## src/rtl/sdram_arbiter_pkg.sv

```systemverilog
// rtl/sdram_arbiter_pkg.sv - shared SDRAM command/state encodings and port-index helper
package sdram_arbiter_pkg;

    localparam logic [1:0] CMD_NOP   = 2'd0;
    localparam logic [1:0] CMD_READ  = 2'd1;
    localparam logic [1:0] CMD_WRITE = 2'd2;

    typedef enum logic [1:0] {
        ST_IDLE       = 2'd0,
        ST_OWNED      = 2'd1,
        ST_READ_WAIT  = 2'd2,
        ST_WRITE_WAIT = 2'd3
    } arb_state_e;

    function automatic int port_idx_w(input int n);
        return (n <= 2) ? 1 : $clog2(n);
    endfunction

endpackage

```

## src/rtl/sdram_arbiter_rr_select.sv

```systemverilog
// rtl/sdram_arbiter_rr_select.sv - combinational round-robin winner pick
module rr_select
    import sdram_arbiter_pkg::*;
#(
    parameter int N_PORTS = 3,
    parameter int PW      = port_idx_w(N_PORTS)
) (
    input  logic [N_PORTS-1:0] req,
    input  logic [PW-1:0]      ptr,
    output logic [N_PORTS-1:0] winner
);

    // scan ports starting at ptr, wrapping, and take the first requester
    always_comb begin
        int  idx;
        logic found;
        winner = '0;
        found  = 1'b0;
        idx    = 0;
        for (int i = 0; i < N_PORTS; i++) begin
            idx = int'(ptr) + i;
            if (idx >= N_PORTS) idx = idx - N_PORTS;
            for (int j = 0; j < N_PORTS; j++) begin
                if (!found && (j == idx) && req[j]) begin
                    winner[j] = 1'b1;
                    found     = 1'b1;
                end
            end
        end
    end

endmodule

```

## src/rtl/sdram_arbiter.sv

```systemverilog
// rtl/sdram_arbiter.sv - multi-port SDRAM arbiter with urgent port and hold limit
module sdram_arbiter
    import sdram_arbiter_pkg::*;
#(
    parameter int N_PORTS           = 3,
    parameter int ADDR_WIDTH        = 22,
    parameter int DATA_WIDTH        = 32,
    parameter int READ_BURST_LENGTH = 8,
    parameter int URGENT_PORT       = 1,
    parameter int MAX_HOLD          = 16
) (
    input  logic                          i_Clk,
    input  logic                          i_Reset,
    input  logic [N_PORTS-1:0]            i_Req,
    input  logic [2*N_PORTS-1:0]          i_Command,
    input  logic [ADDR_WIDTH*N_PORTS-1:0] i_Data_Address,
    input  logic [DATA_WIDTH*N_PORTS-1:0] i_Data_Write,
    output logic [N_PORTS-1:0]            o_Grant,
    output logic [1:0]                    o_Command,
    output logic [ADDR_WIDTH-1:0]         o_Data_Address,
    output logic [DATA_WIDTH-1:0]         o_Data_Write,
    input  logic                          i_Data_Read_Valid,
    input  logic                          i_Data_Write_Done,
    output logic [N_PORTS-1:0]            o_Data_Read_Valid,
    output logic [N_PORTS-1:0]            o_Data_Write_Done,
    output logic                          o_Busy
);

    localparam int PW = port_idx_w(N_PORTS);
    localparam int BW = $clog2(READ_BURST_LENGTH + 1);
    localparam int HW = $clog2(MAX_HOLD + 1);
    localparam logic [BW-1:0]      LAST_BEAT = BW'(READ_BURST_LENGTH - 1);
    localparam logic [HW-1:0]      HOLD_MAX  = HW'(MAX_HOLD);
    localparam logic [PW-1:0]      LAST_PORT = PW'(N_PORTS - 1);
    localparam logic [PW-1:0]      URG_IDX   = PW'(URGENT_PORT);
    localparam logic [N_PORTS-1:0] URG_OH    = N_PORTS'(1) << URGENT_PORT;

    arb_state_e              state, state_n;
    logic [N_PORTS-1:0]      grant, grant_n;
    logic [PW-1:0]           owner, owner_n, ptr, ptr_n;
    logic [HW-1:0]           hold, hold_n, hold_inc;
    logic [BW-1:0]           beat, beat_n;
    logic [1:0]              cmd_reg, cmd_n;
    logic [ADDR_WIDTH-1:0]   addr_reg, addr_n;
    logic [DATA_WIDTH-1:0]   data_reg, data_n;

    logic [N_PORTS-1:0]      rr_oh, pick_oh;
    logic [PW-1:0]           pick_idx;
    logic                    owner_req;
    logic [1:0]              owner_cmd;
    logic [ADDR_WIDTH-1:0]   owner_addr;
    logic [DATA_WIDTH-1:0]   owner_data;
    logic                    busy, done, stay;

    rr_select #(.N_PORTS(N_PORTS), .PW(PW)) u_rr_select (
        .req    (i_Req),
        .ptr    (ptr),
        .winner (rr_oh)
    );

    // urgent port outranks round-robin; also mux out the current owner's inputs
    always_comb begin
        pick_oh    = i_Req[URGENT_PORT] ? URG_OH : rr_oh;
        pick_idx   = '0;
        owner_req  = 1'b0;
        owner_cmd  = CMD_NOP;
        owner_addr = '0;
        owner_data = '0;
        for (int p = 0; p < N_PORTS; p++) begin
            if (pick_oh[p]) pick_idx = PW'(p);
            if (owner == PW'(p)) begin
                owner_req  = i_Req[p];
                owner_cmd  = i_Command[2*p +: 2];
                owner_addr = i_Data_Address[ADDR_WIDTH*p +: ADDR_WIDTH];
                owner_data = i_Data_Write[DATA_WIDTH*p +: DATA_WIDTH];
            end
        end
    end

    assign busy     = (state == ST_READ_WAIT) || (state == ST_WRITE_WAIT);
    assign done     = ((state == ST_READ_WAIT) && i_Data_Read_Valid && (beat == LAST_BEAT)) ||
                      ((state == ST_WRITE_WAIT) && i_Data_Write_Done);
    assign hold_inc = (hold == HOLD_MAX) ? hold : hold + 1'b1;
    assign stay     = owner_req && (hold_inc < HOLD_MAX) &&
                      !(i_Req[URGENT_PORT] && (owner != URG_IDX));

    // state register; reset abandons any transaction in flight
    always_ff @(posedge i_Clk) begin
        if (i_Reset) begin
            state    <= ST_IDLE;
            grant    <= '0;
            owner    <= '0;
            ptr      <= '0;
            hold     <= '0;
            beat     <= '0;
            cmd_reg  <= CMD_NOP;
            addr_reg <= '0;
            data_reg <= '0;
        end else begin
            state    <= state_n;
            grant    <= grant_n;
            owner    <= owner_n;
            ptr      <= ptr_n;
            hold     <= hold_n;
            beat     <= beat_n;
            cmd_reg  <= cmd_n;
            addr_reg <= addr_n;
            data_reg <= data_n;
        end
    end

    // next-state: grant, latch transaction, count beats, decide keep/release at boundary
    always_comb begin
        state_n = state;
        grant_n = grant;
        owner_n = owner;
        ptr_n   = ptr;
        hold_n  = hold;
        beat_n  = beat;
        cmd_n   = cmd_reg;
        addr_n  = addr_reg;
        data_n  = data_reg;
        case (state)
            ST_IDLE: begin
                if (|i_Req) begin
                    state_n = ST_OWNED;
                    grant_n = pick_oh;
                    owner_n = pick_idx;
                    ptr_n   = (pick_idx == LAST_PORT) ? '0 : pick_idx + 1'b1;
                    hold_n  = '0;
                end
            end
            ST_OWNED: begin
                if (!owner_req) begin
                    state_n = ST_IDLE;
                    grant_n = '0;
                end else if (owner_cmd == CMD_READ || owner_cmd == CMD_WRITE) begin
                    state_n = (owner_cmd == CMD_READ) ? ST_READ_WAIT : ST_WRITE_WAIT;
                    cmd_n   = owner_cmd;
                    addr_n  = owner_addr;
                    data_n  = owner_data;
                    beat_n  = '0;
                end
            end
            ST_READ_WAIT, ST_WRITE_WAIT: begin
                if (state == ST_READ_WAIT && i_Data_Read_Valid && !done)
                    beat_n = beat + 1'b1;
                if (done) begin
                    hold_n  = hold_inc;
                    beat_n  = '0;
                    cmd_n   = CMD_NOP;
                    state_n = stay ? ST_OWNED : ST_IDLE;
                    grant_n = stay ? grant : '0;
                end
            end
            default: begin
                state_n = ST_IDLE;
                grant_n = '0;
            end
        endcase
    end

    assign o_Grant           = grant;
    assign o_Busy            = busy;
    assign o_Command         = (busy && !done) ? cmd_reg : CMD_NOP;
    assign o_Data_Address    = addr_reg;
    assign o_Data_Write      = data_reg;
    assign o_Data_Read_Valid = {N_PORTS{(state == ST_READ_WAIT) && i_Data_Read_Valid && !i_Reset}} & grant;
    assign o_Data_Write_Done = {N_PORTS{(state == ST_WRITE_WAIT) && i_Data_Write_Done && !i_Reset}} & grant;

endmodule

```

## config.mk

```make
export PLATFORM = sky130hd
export DESIGN_NAME = sdram_arbiter
export DESIGN_NICKNAME = d
export VERILOG_FILES = /design/src/rtl/sdram_arbiter_pkg.sv /design/src/rtl/sdram_arbiter_rr_select.sv /design/src/rtl/sdram_arbiter.sv
export SDC_FILE = /design/constraint.sdc
export NUM_CORES = 1
export LEC_CHECK = 0
export ABC_AREA = 0
export BUFFER_PORTS_ARGS = -buffer_cell sky130_fd_sc_hd__buf_2
export CORE_AREA = 2 2 107 109
export CTS_BUF_LIST = sky130_fd_sc_hd__clkbuf_8
export DETAILED_ROUTE_END_ITERATION = 16
export DIE_AREA = 0 0 109 111
export PLACE_DENSITY = 0.88
export SYNTH_ARGS = -nofsm -noshare
export SYNTH_HDL_FRONTEND = slang
export SYNTH_SLANG_ARGS = --single-unit
```

## constraint.sdc

```tcl
create_clock -name i_Clk -period 2.5 [get_ports i_Clk]
set_clock_uncertainty 0.15 [all_clocks]
set_input_delay 0.5 -clock i_Clk [delete_from_list [all_inputs] [get_ports i_Clk]]
set_output_delay 0.5 -clock i_Clk [all_outputs]
set_load 0.005 [all_outputs]
```

Word-level counts from Yosys, hierarchy flattened
Cells that the tools add are included.

word-level totals
  latch bits = 0
  memories kept = 0
  flip-flop bits (word level) = 74
  bits in writable memories = 0
  word-level logic and storage cells = 166
  output and inout bits = 66
  bits in read-only memories = 0
  input bits = 175

cells by class
  bitwise logic cells = 2
  muxes and demuxes = 61
  equal/unequal tests = 25
  reductions and logical operators = 57
  magnitude comparators = 4
  div/mod/pow operators = 0
  multipliers = 0
  shift operators = 0
  add/subtract/negate cells = 8

operators by type and width
  cell                                                  count
  two-way mux 32 bit                                    6
  == test 2 x 32 -> 1 bit, first input constant         3
  == test 3 x 32 -> 1 bit, first input constant         3
  logical NOT 32 bit                                    3
  two-way mux 22 bit                                    3
  >= comparator 32 x 3 -> 1 bit, second input constant  2
  subtractor 32 x 3 -> 32 bit, second input constant    2
  logical AND 1 bit                                     27
  two-way mux 2 bit                                     13
  two-way mux 1 bit                                     22
  two-way mux 4 bit                                     4
  two-way mux 3 bit                                     5
  two-way mux 5 bit                                     3
  inequality test 2 bit, second input constant          6
  AND reduction 4 bit                                   3
  logical NOT 1 bit                                     11
  == test 2 bit, second input constant                  5
  case mux 5 bit (2 select lines)                       1
  case mux 3 bit (3 select lines)                       1
  AND reduction 3 bit                                   3
  case mux 4 bit (2 select lines)                       1
  AND 3 bit                                             2
  == test 2 x 1 -> 1 bit, second input constant         3
  inequality test 3 bit, second input constant          2
  19 further kinds                                      23

Longest topological paths before layout
Gate-level depths: netlist (run 1).

  word-level depth = 42
  depth in mapped cells = 12
  gate-level depth less buffers = 7

By module
From an unflattened synthesis (run 1), not the netlist that was laid out.

unflattened totals
  cell total of the unflattened synthesis = 527
  area total of the unflattened synthesis = 4324.1 µm²

modules (own cells, without submodules)
  module         area each (µm²)  sequential area each (µm²)  cells an instance  times used
  sdram_arbiter  4207.8           1461.4                      511                1
  rr_select      116.4            0.0                         16                 1

Worst setup path before layout (run 1)
OpenSTA, ideal clock, no wires.

  path kind = register -> register
  start point = register ptr[1] (netlist name)
  end point = register cmd_reg[0]
  required time = 2.278 ns
  buffers on the path = 3
  cell stages (with the launch flop) = 10
  clock period less this slack = 2.668 ns
  data arrival time = 2.447 ns
  slack = -0.168 ns
  setup time = 0.072 ns
  cells stage by stage = dfxtp_1 -> buf_2 -> buf_1 -> clkbuf_1 -> nor2_1 -> nor2_1 -> ha_1 -> or4_4 -> a31oi_2 -> mux2i_1

RTL lines
  what                  line                  text
  to (signal assigned)  sdram_arbiter.sv:106  cmd_reg <= cmd_n;
  to (decl)             sdram_arbiter.sv:43   logic [1:0] cmd_reg, cmd_n;

Worst setup path in the final report (run 1)
  start point = register owner[1]
  end point = register beat[1]

between the ends
  cells in the longest elaborated chain, start to end = 8
  elaborated cells on any way between the ends = 15
  classes of those cells = 6 x eq/ne; 6 x mux; 3 x reduce/logical

ends and longest elaborated chain
  what                                                     line                  text
  from (decl)                                              sdram_arbiter.sv:40   logic [PW-1:0] owner, owner_n, ptr, ptr_n;
  from (signal assigned)                                   sdram_arbiter.sv:102  owner <= owner_n;
  logical NOT 2 bit                                        sdram_arbiter.sv:71   if (owner == PW'(p)) begin
  two-way mux 2 bit (3 in series)                          sdram_arbiter.sv:71
  == test 2 x 1 -> 1 bit or == test 2 bit (tied branches)  sdram_arbiter.sv:137  end else if (owner_cmd == CMD_READ || owner_cmd == CMD_WRITE) begin
  logical OR 1 bit                                         sdram_arbiter.sv:137
  inequality test 2 bit (no source line)                   --
  AND reduction 4 bit (no source line) *                   --
  to (signal assigned)                                     sdram_arbiter.sv:105  beat <= beat_n;
  to (decl)                                                sdram_arbiter.sv:42   logic [BW-1:0] beat, beat_n;

Mark *: on every way between the ends. The rest lies on a longest branch, timed or not.
A chain may end at the register's enable or synchronous reset.

==> results of run 1 <==
-- worst max-delay path, stage by stage (launching register included) --
cell and delay, ps:
sky130_fd_sc_hd__dfxtp_4 380, sky130_fd_sc_hd__and2b_2 250, sky130_fd_sc_hd__and2_1 170, sky130_fd_sc_hd__nor2_1 100
sky130_fd_sc_hd__ha_1 290, sky130_fd_sc_hd__or4_4 540, sky130_fd_sc_hd__a31oi_4 270, sky130_fd_sc_hd__mux2i_1 200
-- layout make-up --
cell class,instances,area (um2)
Fill cell,973,4940
Timing Repair Buffer,257,1370
Sequential cell,73,1470
Multi-Input combinational cell,395,2860
Inverter,11,41.3
Clock inverter,5,80.1
Clock buffer,10,138
Tap cell,143,179
-- path summary, 6_finish.rpt --
| path | end | slack [ps] | cells after the start |
|---|---|---|---|
| worst max-delay path | beat[1]$_SDFFE_PP0P_ | 70 | 7 |
| worst min-delay path | o_Grant[2]$_SDFFE_PP0P_ | 300 | 2 |
| worst max register to register | beat[1]$_SDFFE_PP0P_ | 70 | 7 |
| worst min register to register | cmd_reg[0]$_SDFFE_PP0P_ | 340 | 2 |
-- logic make-up (layout without fill, tap and decap cells) --
| logic type | count (synthesis) | after routing |
|---|---|---|
| buffers and inverters | 62 | 283 |
| AOI/OAI and AO/OA | 206 | 206 |
| DFF | 73 | 73 |
| and+or+nand+nor | 121 | 121 |
| muxes | 62 | 62 |
| adders and majority gates | 6 | 6 |
-- power by group --
| part | internal [mW] | total [mW] | switching, mW |
|---|---|---|---|
| logic | 0.692 | 1.63 | 0.934 |
| clock network | 0.583 | 1.03 | 0.452 |
| registers | 1.33 | 1.43 | 0.102 |
-- cells in the final DEF (no fill, tap or decap), types with 4 or more instances in the layout --
master | Yosys | final
sky130_fd_sc_hd__a211oi_1 | 6 | 6
sky130_fd_sc_hd__a211oi_2 | 50 | 50
sky130_fd_sc_hd__a21oi_1 | 120 | 120
sky130_fd_sc_hd__and2_1 | 5 | 4
sky130_fd_sc_hd__buf_2 | 15 | 239
sky130_fd_sc_hd__buf_4 | 10 | 15
sky130_fd_sc_hd__clkbuf_8 | 0 | 10
sky130_fd_sc_hd__dfxtp_1 | 73 | 71
sky130_fd_sc_hd__ha_1 | 6 | 6
sky130_fd_sc_hd__inv_1 | 10 | 10
sky130_fd_sc_hd__mux2i_1 | 60 | 60
sky130_fd_sc_hd__nand2_1 | 10 | 10
sky130_fd_sc_hd__nand2b_1 | 9 | 9
sky130_fd_sc_hd__nor2_1 | 67 | 67
sky130_fd_sc_hd__nor3_1 | 8 | 7
-- metal layers --
layer / part of all wire [%] / vias up / GRT usage [%]
met5: 0 / - / 0
met4: 1.2 / 0 / 7.26
met3: 6.2 / 14 / 3.82
met2: 51 / 174 / 37.3
met1: 41 / 2268 / 28.1
li1: - / 2388 / -
==> metrics.json, run 1 <==
{
  "synth.area.top_cells": {"value": "sky130_fd_sc_hd__dfxtp_1 (32%), sky130_fd_sc_hd__a211oi_2 (14%), sky130_fd_sc_hd__a21oi_1 (13%), sky130_fd_sc_hd__mux2i_1 (13%), sky130_fd_sc_hd__nor2_1 (5.5%)"},
  "ys_types": {"value": 53},
  "synth-async-reset-ratio": {"value": 0, "unit": "%"},
  "number_of_vias_after_detailed_routing": {"value": 4844},
  "finalSetupTns": {"value": 0, "unit": "ps"},
  "port_buffers": {"value": 240},
  "worst_setup_path_end_kind": {"value": "flip-flop"},
  "netlist_area": {"value": 4600, "unit": "um2"},
  "post_synth_adder_cell_area": {"value": 1.63, "unit": "%"},
  "synth_xor_area_share": {"value": 0, "unit": "%"},
  "tritoncts": {"value": "built"},
  "totalPowerFinal": {"value": 4.09, "unit": "mW"},
  "final.period_utilization": {"value": 97.3, "unit": "%"},
  "overflow": {"value": 0},
  "arrival": {"value": 2550, "unit": "ps"},
  "first_pass_grt_wire_length": {"value": 21.5, "unit": "mm"},
  "clk_pin_slew": {"value": 90, "unit": "ps"},
  "finalSetupViolations": {"value": 0},
  "cp-start-kind": {"value": "flip-flop"},
  "wl_per_cell": {"value": 15.3, "unit": "um"},
  "critical_path.startpoint": {"value": "owner[1]$_SDFFE_PP0P_"},
  "place_inst": {"value": 878},
  "groute.usage.overall": {"value": 22.1, "unit": "%"},
  "cts.repair.resized": {"value": 0},
  "synthFlopType": {"value": "sky130_fd_sc_hd__dfxtp_1"},
  "yosys.cell_count.top_type": {"value": "sky130_fd_sc_hd__a21oi_1"},
  "cellLeakagePower": {"value": 2.56, "unit": "nW"},
  "grt_start_max_net_pins": {"value": 44},
  "final-hold-violation-count": {"value": 0},
  "timing.hold.worst.class": {"value": "input port to flip-flop"},
  "post-route-worst-setup-slack": {"value": 67.0, "unit": "ps"},
  "htree_num_levels": {"value": 3},
  "postCtsSetupRepairBufs": {"value": 0},
  "grt_pass1_vias": {"value": 4477},
  "synthesized_area_per_cell": {"value": 8.67, "unit": "um2"},
  "fp.dieH": {"value": 111, "unit": "um"},
  "timing.hold.ws": {"value": 296, "unit": "ps"},
  "dominant_combinational_cell_family_by_area_after_synthesis": {"value": "compound AO/OA/AOI/OAI gates"},
  "synth_sequential_area_ratio": {"value": 31.8, "unit": "%"},
  "largest_register_ffs": {"value": 32},
  "postLayoutCoreUtil": {"value": 55.4, "unit": "%"},
  "post_synth_mux_area_share": {"value": 13.9, "unit": "%"},
  "final_cell_area": {"value": 6140, "unit": "um2"},
  "critical_register_to_register_path_startpoint": {"value": "owner[1]$_SDFFE_PP0P_"},
  "worst-path-max-fanout": {"value": 5},
  "hold_start": {"value": "i_Reset"},
  "post_synthesis_register_bit_count": {"value": 73},
  "ir_worst_vdd": {"value": 0.380, "unit": "mV"},
  "post_route_cells_drive_above_1_share": {"value": 45.4, "unit": "%"},
  "path_class": {"value": "flip-flop to flip-flop"},
  "synth_nets": {"value": 711},
  "fraction_of_the_mapped_netlist_area_in_compound_gates": {"value": 33.6, "unit": "%"},
  "drc_errors": {"value": 0},
  "initial_utilization": {"value": 41.5, "unit": "%"},
  "yosysWarnings": {"value": 0},
  "grt_setup_unrepaired": {"value": "true"},
  "antenna_found_initial": {"value": 0},
  "achievable-frequency": {"value": 0.411, "unit": "GHz"},
  "dr.pass1.iters": {"value": 4},
  "viasPerCell": {"value": 5.42},
  "core": {"value": 11100, "unit": "um2"},
  "pwr_density_cell": {"value": 666, "unit": "nW/um2"},
  "ioPinCount": {"value": 241},
  "nets": {"value": 928},
  "post_cts_hold_buffer_count": {"value": 0},
  "post-synth-top-area-cell": {"value": "sky130_fd_sc_hd__dfxtp_1"},
  "clk_root_buffer_cell": {"value": "sky130_fd_sc_hd__clkbuf_8"},
  "cts_made_buffers": {"value": 9},
  "n_antenna_cell": {"value": 0},
  "drt.antenna.violating_nets": {"value": 0},
  "num_rows": {"value": 39},
  "timing_worst_slew_pin_value": {"value": 687, "unit": "ps"},
  "routed_wl": {"value": 13.7, "unit": "mm"},
  "timing.max_cap.violations": {"value": 0},
  "synth_cells": {"value": 530},
  "globalplace.congestion": {"value": 0.811},
  "drt-initial-drc-count": {"value": 207},
  "areaGrowthSynthToFinish": {"value": 33.6, "unit": "%"},
  "pre_cts_slack": {"value": 57.3, "unit": "ps"},
  "dieWidth": {"value": 109, "unit": "um"},
  "slew_violations": {"value": 0},
  "worst-endpoint-required": {"value": 2620, "unit": "ps"},
  "synth_commonest_cells": {"value": "sky130_fd_sc_hd__a21oi_1 (120), sky130_fd_sc_hd__dfxtp_1 (73), sky130_fd_sc_hd__nor2_1 (67)"},
  "cts.sinks": {"value": 73},
  "synth_simple_gate_area_share": {"value": 12.9, "unit": "%"},
  "dpl_cell_area": {"value": 5900, "unit": "um2"},
  "post-dp-hpwl": {"value": 10.0, "unit": "mm"},
  "die-area": {"value": 12100, "unit": "um2"},
  "ctsLongestPathBuffers": {"value": 2},
  "slew_headroom": {"value": 54.2, "unit": "%"},
  "worstSkewPairLatency": {"value": 340, "unit": "ps"},
  "synth_edf_count": {"value": 0},
  "finalNonFillerCells": {"value": 894},
  "outcome": {"value": "completed"},
  "synth_top_area_share": {"value": 31.8, "unit": "%"},
  "final_period_minus_worst_setup_slack": {"value": 2430, "unit": "ps"}
}
Note: power is estimated with default switching activity, not from simulation.
==> run 2: changes to the inputs <==
Settings changed: RECOVER_POWER set to 25.
==> run 2 against run 1 <==
Compared with the run above: largest cell class unchanged; non-clock buffer count unchanged; routed wire length down 0.34%; critical endpoint unchanged; clock-buffer cell count unchanged; first-iteration DRC count increased by 1.4%; worst hold slack improved by 3.9 ps.
==> metrics.json, run 2 (same netlist as run 1, synthesis figures left out) <==
{
  "achievable-frequency": {"value": 0.411, "unit": "GHz"},
  "ir_worst_vdd": {"value": 0.380, "unit": "mV"},
  "first_pass_grt_wire_length": {"value": 21.5, "unit": "mm"},
  "drc_errors": {"value": 0},
  "htree_num_levels": {"value": 3},
  "largest_register_ffs": {"value": 32},
  "initial_utilization": {"value": 41.5, "unit": "%"},
  "drt.antenna.violating_nets": {"value": 0},
  "timing_worst_slew_pin_value": {"value": 690, "unit": "ps"},
  "number_of_vias_after_detailed_routing": {"value": 4845},
  "clk_pin_slew": {"value": 80, "unit": "ps"},
  "worst-endpoint-required": {"value": 2620, "unit": "ps"},
  "worst_setup_path_end_kind": {"value": "flip-flop"},
  "critical_register_to_register_path_startpoint": {"value": "owner[1]$_SDFFE_PP0P_"},
  "layout.cells.most_common": {"value": "sky130_fd_sc_hd__buf_2"},
  "pwr_density_cell": {"value": 666, "unit": "nW/um2"},
  "timing.reg2reg.setup_slack": {"value": 70, "unit": "ps"},
  "n_antenna_cell": {"value": 0},
  "die-area": {"value": 12100, "unit": "um2"},
  "groute.usage.overall": {"value": 22.1, "unit": "%"},
  "arrival": {"value": 2550, "unit": "ps"},
  "critical_path.max_stage_delay": {"value": 540, "unit": "ps"},
  "port_buffers": {"value": 240},
  "finalSetupViolations": {"value": 0},
  "slew_headroom": {"value": 54.0, "unit": "%"},
  "final_period_minus_worst_setup_slack": {"value": 2430, "unit": "ps"},
  "worst_r2r_path_depth": {"value": 7},
  "p_seq_share": {"value": 35.1, "unit": "%"},
  "net_load_switching_power": {"value": 1.48, "unit": "mW"},
  "worst-path-max-fanout": {"value": 5},
  "pre_cts_slack": {"value": 57.3, "unit": "ps"},
  "cellLeakagePower": {"value": 2.47, "unit": "nW"},
  "crit_path_cell_chain": {"value": "and2b_2 -> and2_1 -> nor2_1 -> ha_1 -> or4_4 -> a31oi_4 -> mux2i_1"},
  "drt-initial-drc-count": {"value": 210},
  "grt_start_max_net_pins": {"value": 44},
  "dr.pass1.iters": {"value": 5},
  "reg2reg_to": {"value": "beat[1]$_SDFFE_PP0P_"},
  "final-hold-violation-count": {"value": 0},
  "routed_wl": {"value": 13.6, "unit": "mm"},
  "ctsLongestPathBuffers": {"value": 2},
  "cellInternalPower": {"value": 2.59, "unit": "mW"},
  "cp-start-kind": {"value": "flip-flop"},
  "areaGrowthSynthToFinish": {"value": 33.0, "unit": "%"},
  "cts.sinks": {"value": 73},
  "wl_per_cell": {"value": 15.3, "unit": "um"},
  "tritoncts": {"value": "built"},
  "outcome": {"value": "completed"},
  "switching_share": {"value": 36.4, "unit": "%"},
  "cts_made_buffers": {"value": 9},
  "grt_pass1_vias": {"value": 4477},
  "comb_power_share": {"value": 39.5, "unit": "%"},
  "viasPerCell": {"value": 5.42},
  "worst_hold_path.endpoint": {"value": "o_Grant[2]$_SDFFE_PP0P_"},
  "grt_setup_unrepaired": {"value": "true"},
  "post-dp-hpwl": {"value": 10.0, "unit": "mm"},
  "postLayoutCoreUtil": {"value": 55.2, "unit": "%"},
  "path_class": {"value": "flip-flop to flip-flop"},
  "p_clk_share": {"value": 25.3, "unit": "%"},
  "clk_root_buffer_cell": {"value": "sky130_fd_sc_hd__clkbuf_8"},
  "timing.hold.ws": {"value": 300, "unit": "ps"},
  "timing.hold.worst.class": {"value": "input port to flip-flop"},
  "worstSkewPairLatency": {"value": 340, "unit": "ps"},
  "core": {"value": 11100, "unit": "um2"},
  "globalplace.congestion": {"value": 0.811},
  "totalPowerFinal": {"value": 4.07, "unit": "mW"},
  "slowest_stage": {"value": "sky130_fd_sc_hd__or4_4"},
  "timing.max_cap.violations": {"value": 0},
  "min_path_cells": {"value": 2},
  "slew_violations": {"value": 0},
  "dieWidth": {"value": 109, "unit": "um"},
  "nets": {"value": 928},
  "hold_start": {"value": "i_Reset"},
  "num_rows": {"value": 39},
  "highest_count_cells_in_the_layout_ignoring_fill_and_taps": {"value": "sky130_fd_sc_hd__buf_2 (217), sky130_fd_sc_hd__a21oi_1 (120), sky130_fd_sc_hd__dfxtp_1 (71), sky130_fd_sc_hd__nor2_1 (67), sky130_fd_sc_hd__mux2i_1 (60)"},
  "finalSetupTns": {"value": 0, "unit": "ps"},
  "post-route-worst-setup-slack": {"value": 69.0, "unit": "ps"},
  "post_route_cells_drive_above_1_share": {"value": 42.5, "unit": "%"},
  "antenna_found_initial": {"value": 0},
  "ioPinCount": {"value": 241},
  "overflow": {"value": 0},
  "final.period_utilization": {"value": 97.2, "unit": "%"},
  "fp.dieH": {"value": 111, "unit": "um"}
}
run 2: cell types whose count changed in the layout (fill, tap and decap cells not counted), sizes merged:
| cell | before | now |
|---|---|---|
| clkbuf | 11 | 33 |
| buf | 256 | 234 |
run 2: area by class of cell:
cell class                 count  area, um2
timing repair buffer         257       1350
sequential                    73       1470
fill                         984       4960
inverter                      11       41.3
tap                          143        179
clock inverter                 5       80.1
multi-input combinational    395       2860
clock buffer                  10        138
run 2: worst max path at each step:
| stage | slack, ps | end | start |
|---|---|---|---|
| 2_1_floorplan | 10 | beat[1]$_SDFFE_PP0P_ | owner[1]$_SDFFE_PP0P_ |
| 3_3_place_gp | 100 | beat[1]$_SDFFE_PP0P_ | i_Command[4] |
| 3_5_place_dp | 60 | beat[1]$_SDFFE_PP0P_ | i_Command[4] |
| 4_1_cts | 80 | beat[1]$_SDFFE_PP0P_ | owner[1]$_SDFFE_PP0P_ |
| 5_1_grt | -30 | beat[1]$_SDFFE_PP0P_ | owner[1]$_SDFFE_PP0P_ |
| 6_report | 70 | beat[1]$_SDFFE_PP0P_ | owner[1]$_SDFFE_PP0P_ |
run 2: per-stage QoR:
| stage | cells | area, um2 |
|---|---|---|
| after floorplan | 530 | 4620 |
| after global placement | 878 | 5900 |
| after detailed placement | 878 | 5900 |
| after CTS | 893 | 6110 |
| after global routing | 894 | 6110 |
| final | 894 | 6110 |
run 2: worst max-delay path, delay by kind of cell (launching register included):
family	cells	cell delay, ps
and+or+nand+nor	4	1060
DFF	1	380
adders and majority gates	1	290
AOI/OAI and AO/OA	1	270
muxes	1	200
run 2: routing by layer:
layer	vias up	track usage, %	share of wire [%]
met5	-	0	0
met4	0	7.26	1.1
met3	12	3.82	6.1
met2	171	37.3	52
met1	2273	28.1	41
li1	2389	-	-
run 2: power by group through the flow:
stage | sequential [mW] | clock, mW | combinational, mW
final | 1.43 | 1.03 | 1.61
after global routing | 1.45 | 1.11 | 1.77
after CTS | 1.43 | 1.06 | 1.61
after detailed placement | 1.45 | 0 | 1.61
after global placement | 1.45 | 0 | 1.57
after floorplan | 1.45 | 0 | 1.09
run 2: timing repair:
item,CTS,global route
buffers inserted,0,0
resized for setup,0,0
hold buffers,0,0
endpoints found under the setup margin,0,44
==> run 3: changes to the inputs <==
Settings changed: CORE_AREA 2 2 107 109 to 2 2 139 141, DIE_AREA 0 0 109 111 to 0 0 141 143, PLACE_DENSITY 0.88 to 0.59.
Clock period 2.5 ns to 2.3 ns, I/O delays scaled along.
==> run 3 against run 2 <==
Compared with the run above: the flow now finishes with violations (negative setup slack); power grew 15%; critical path type unchanged; largest power group unchanged; global-route usage is 7.4 points lower; critical path depth is 1 higher; largest cell class unchanged.
==> metrics.json, run 3 (same netlist as run 1, synthesis figures left out) <==
{
  "overflow": {"value": 0},
  "post_cts_hold_buffer_count": {"value": 0},
  "pwr_density_cell": {"value": 729, "unit": "nW/um2"},
  "worst_r2r_path_depth": {"value": 8},
  "layout.cells.most_common": {"value": "sky130_fd_sc_hd__buf_2"},
  "met2RoutedLength": {"value": 7.31, "unit": "mm"},
  "min_path_cells": {"value": 2},
  "grt_setup_unrepaired": {"value": "true"},
  "final-hold-violation-count": {"value": 0},
  "groute.usage.overall": {"value": 14.7, "unit": "%"},
  "die-area": {"value": 20200, "unit": "um2"},
  "critical_path.startpoint": {"value": "owner[1]$_SDFFE_PP0P_"},
  "num_rows": {"value": 50},
  "slew_violations": {"value": 0},
  "cts_made_buffers": {"value": 9},
  "met3RoutedLength": {"value": 770, "unit": "um"},
  "timing_worst_slew_pin_value": {"value": 667, "unit": "ps"},
  "met1_length": {"value": 6.82, "unit": "mm"},
  "reg2reg_to": {"value": "beat[1]$_SDFFE_PP0P_"},
  "viasPerCell": {"value": 4.79},
  "finalSetupViolations": {"value": 3},
  "grt_start_max_net_pins": {"value": 52},
  "areaGrowthSynthToFinish": {"value": 39.9, "unit": "%"},
  "drt.antenna.violating_nets": {"value": 0},
  "grt_pass1_vias": {"value": 4604},
  "dr.pass1.iters": {"value": 4},
  "post-dp-hpwl": {"value": 11.3, "unit": "mm"},
  "largest_register_ffs": {"value": 32},
  "violated_checks": {"value": "negative setup slack"},
  "critical_register_to_register_path_startpoint": {"value": "owner[1]$_SDFFE_PP0P_"},
  "outcome": {"value": "finished, violations left"},
  "final_period_minus_worst_setup_slack": {"value": 2360, "unit": "ps"},
  "antenna_found_initial": {"value": 0},
  "ir_worst_vdd": {"value": 0.294, "unit": "mV"},
  "achievable-frequency": {"value": 0.424, "unit": "GHz"},
  "timing.max_cap.violations": {"value": 0},
  "highest_count_cells_in_the_layout_ignoring_fill_and_taps": {"value": "sky130_fd_sc_hd__buf_2 (223), sky130_fd_sc_hd__a21oi_1 (119), sky130_fd_sc_hd__dfxtp_1 (69), sky130_fd_sc_hd__nor2_1 (65), sky130_fd_sc_hd__mux2i_1 (59)"},
  "post_route_cells_drive_above_1_share": {"value": 45.7, "unit": "%"},
  "clk_root_buffer_cell": {"value": "sky130_fd_sc_hd__clkbuf_8"},
  "n_antenna_cell": {"value": 0},
  "ctsLongestPathBuffers": {"value": 2},
  "dieWidth": {"value": 141, "unit": "um"},
  "path_class": {"value": "flip-flop to flip-flop"},
  "drt-initial-drc-count": {"value": 138},
  "timing.hold.worst.class": {"value": "input port to flip-flop"},
  "hold_start": {"value": "i_Reset"},
  "worst-endpoint-required": {"value": 2440, "unit": "ps"},
  "number_of_vias_after_detailed_routing": {"value": 4766},
  "nets": {"value": 938},
  "globalplace.congestion": {"value": 0.804},
  "htree_num_levels": {"value": 3},
  "drc_errors": {"value": 0},
  "postLayoutCoreUtil": {"value": 34.6, "unit": "%"},
  "cellLeakagePower": {"value": 2.57, "unit": "nW"},
  "timing.reg2reg.setup_slack": {"value": -60, "unit": "ps"},
  "port_buffers": {"value": 240},
  "routed.top_layer": {"value": "met4"},
  "totalPowerFinal": {"value": 4.69, "unit": "mW"},
  "place_inst": {"value": 977},
  "clk_pin_slew": {"value": 80, "unit": "ps"},
  "ioPinCount": {"value": 241},
  "final.period_utilization": {"value": 102, "unit": "%"},
  "cp-start-kind": {"value": "flip-flop"},
  "routed_wl": {"value": 15.1, "unit": "mm"},
  "post-route-worst-setup-slack": {"value": -57.1, "unit": "ps"},
  "arrival": {"value": 2490, "unit": "ps"},
  "cts.sinks": {"value": 73},
  "slew_headroom": {"value": 55.5, "unit": "%"},
  "worst_setup_path_end_kind": {"value": "flip-flop"},
  "tritoncts": {"value": "built"},
  "first_pass_grt_wire_length": {"value": 23.7, "unit": "mm"},
  "wl_per_cell": {"value": 15.2, "unit": "um"},
  "worst_hold_path.endpoint": {"value": "o_Grant[2]$_SDFFE_PP0P_"},
  "worstSkewPairLatency": {"value": 350, "unit": "ps"},
  "fp.dieH": {"value": 143, "unit": "um"},
  "worst-path-max-fanout": {"value": 4},
  "initial_utilization": {"value": 24.7, "unit": "%"},
  "finalNonFillerCells": {"value": 996},
  "core": {"value": 18600, "unit": "um2"}
}
[run 3: metrics by stage]
step	TNS [ps]	cell area, um2	hold slack, ps	setup WS (ps)
6_report	-114	6430	247	-57.1
5_1_grt	-2580	6430	249	-147
3_3_place_gp	-1080	6080	305	-116
2_1_floorplan	-826	4650	293	-168
3_5_place_dp	-1480	6080	314	-135
4_1_cts	-179	6420	211	-69.1
[run 3: layer usage]
layer  global-route usage (%)  up-vias
li1                         -     2406
met4                     5.42        0
met1                     18.9     2182
met5                        0        -
met3                     2.82       17
met2                     24.6      161
[run 3: how the worst max path moves through the flow]
stage,slack (ps),end
after floorplan,-170,beat[1]$_SDFFE_PP0P_
after global placement,-120,beat[3]$_SDFFE_PP0P_
after detailed placement,-140,beat[1]$_SDFFE_PP0P_
after CTS,-70,beat[1]$_SDFFE_PP0P_
after global routing,-150,beat[1]$_SDFFE_PP0P_
final,-60,beat[1]$_SDFFE_PP0P_
[run 3: what timing repair did]
action	4_1_cts	5_1_grt
buffers inserted	2	2
endpoints found under the setup margin	62	63
pin swaps	9	5
gates resized for setup	13	7
[run 3: cell type report]
type                    count  area (um2)
clock inverters             6         114
clock buffers              10         138
flip-flops and latches     73        1470
repair buffers            267        1440
well taps                 234         293
multi-input cells         395        2940
inverters                  11        41.3
fillers                  1917       12200
[run 3: critical path: stages, from the launching register on]
cell and delay, ps:
sky130_fd_sc_hd__dfxtp_4 370, sky130_fd_sc_hd__buf_6 100, sky130_fd_sc_hd__mux2i_2 210, sky130_fd_sc_hd__nor2_2 90
sky130_fd_sc_hd__nor2_4 130, sky130_fd_sc_hd__ha_4 220, sky130_fd_sc_hd__or4_4 520, sky130_fd_sc_hd__a31oi_4 280
sky130_fd_sc_hd__mux2i_1 220
[run 3: report_power, final]
group	leakage (nW)	internal, mW	switching (mW)
registers	0.596	1.44	0.108
logic	1.86	0.795	1.06
clock network	0.119	0.754	0.528
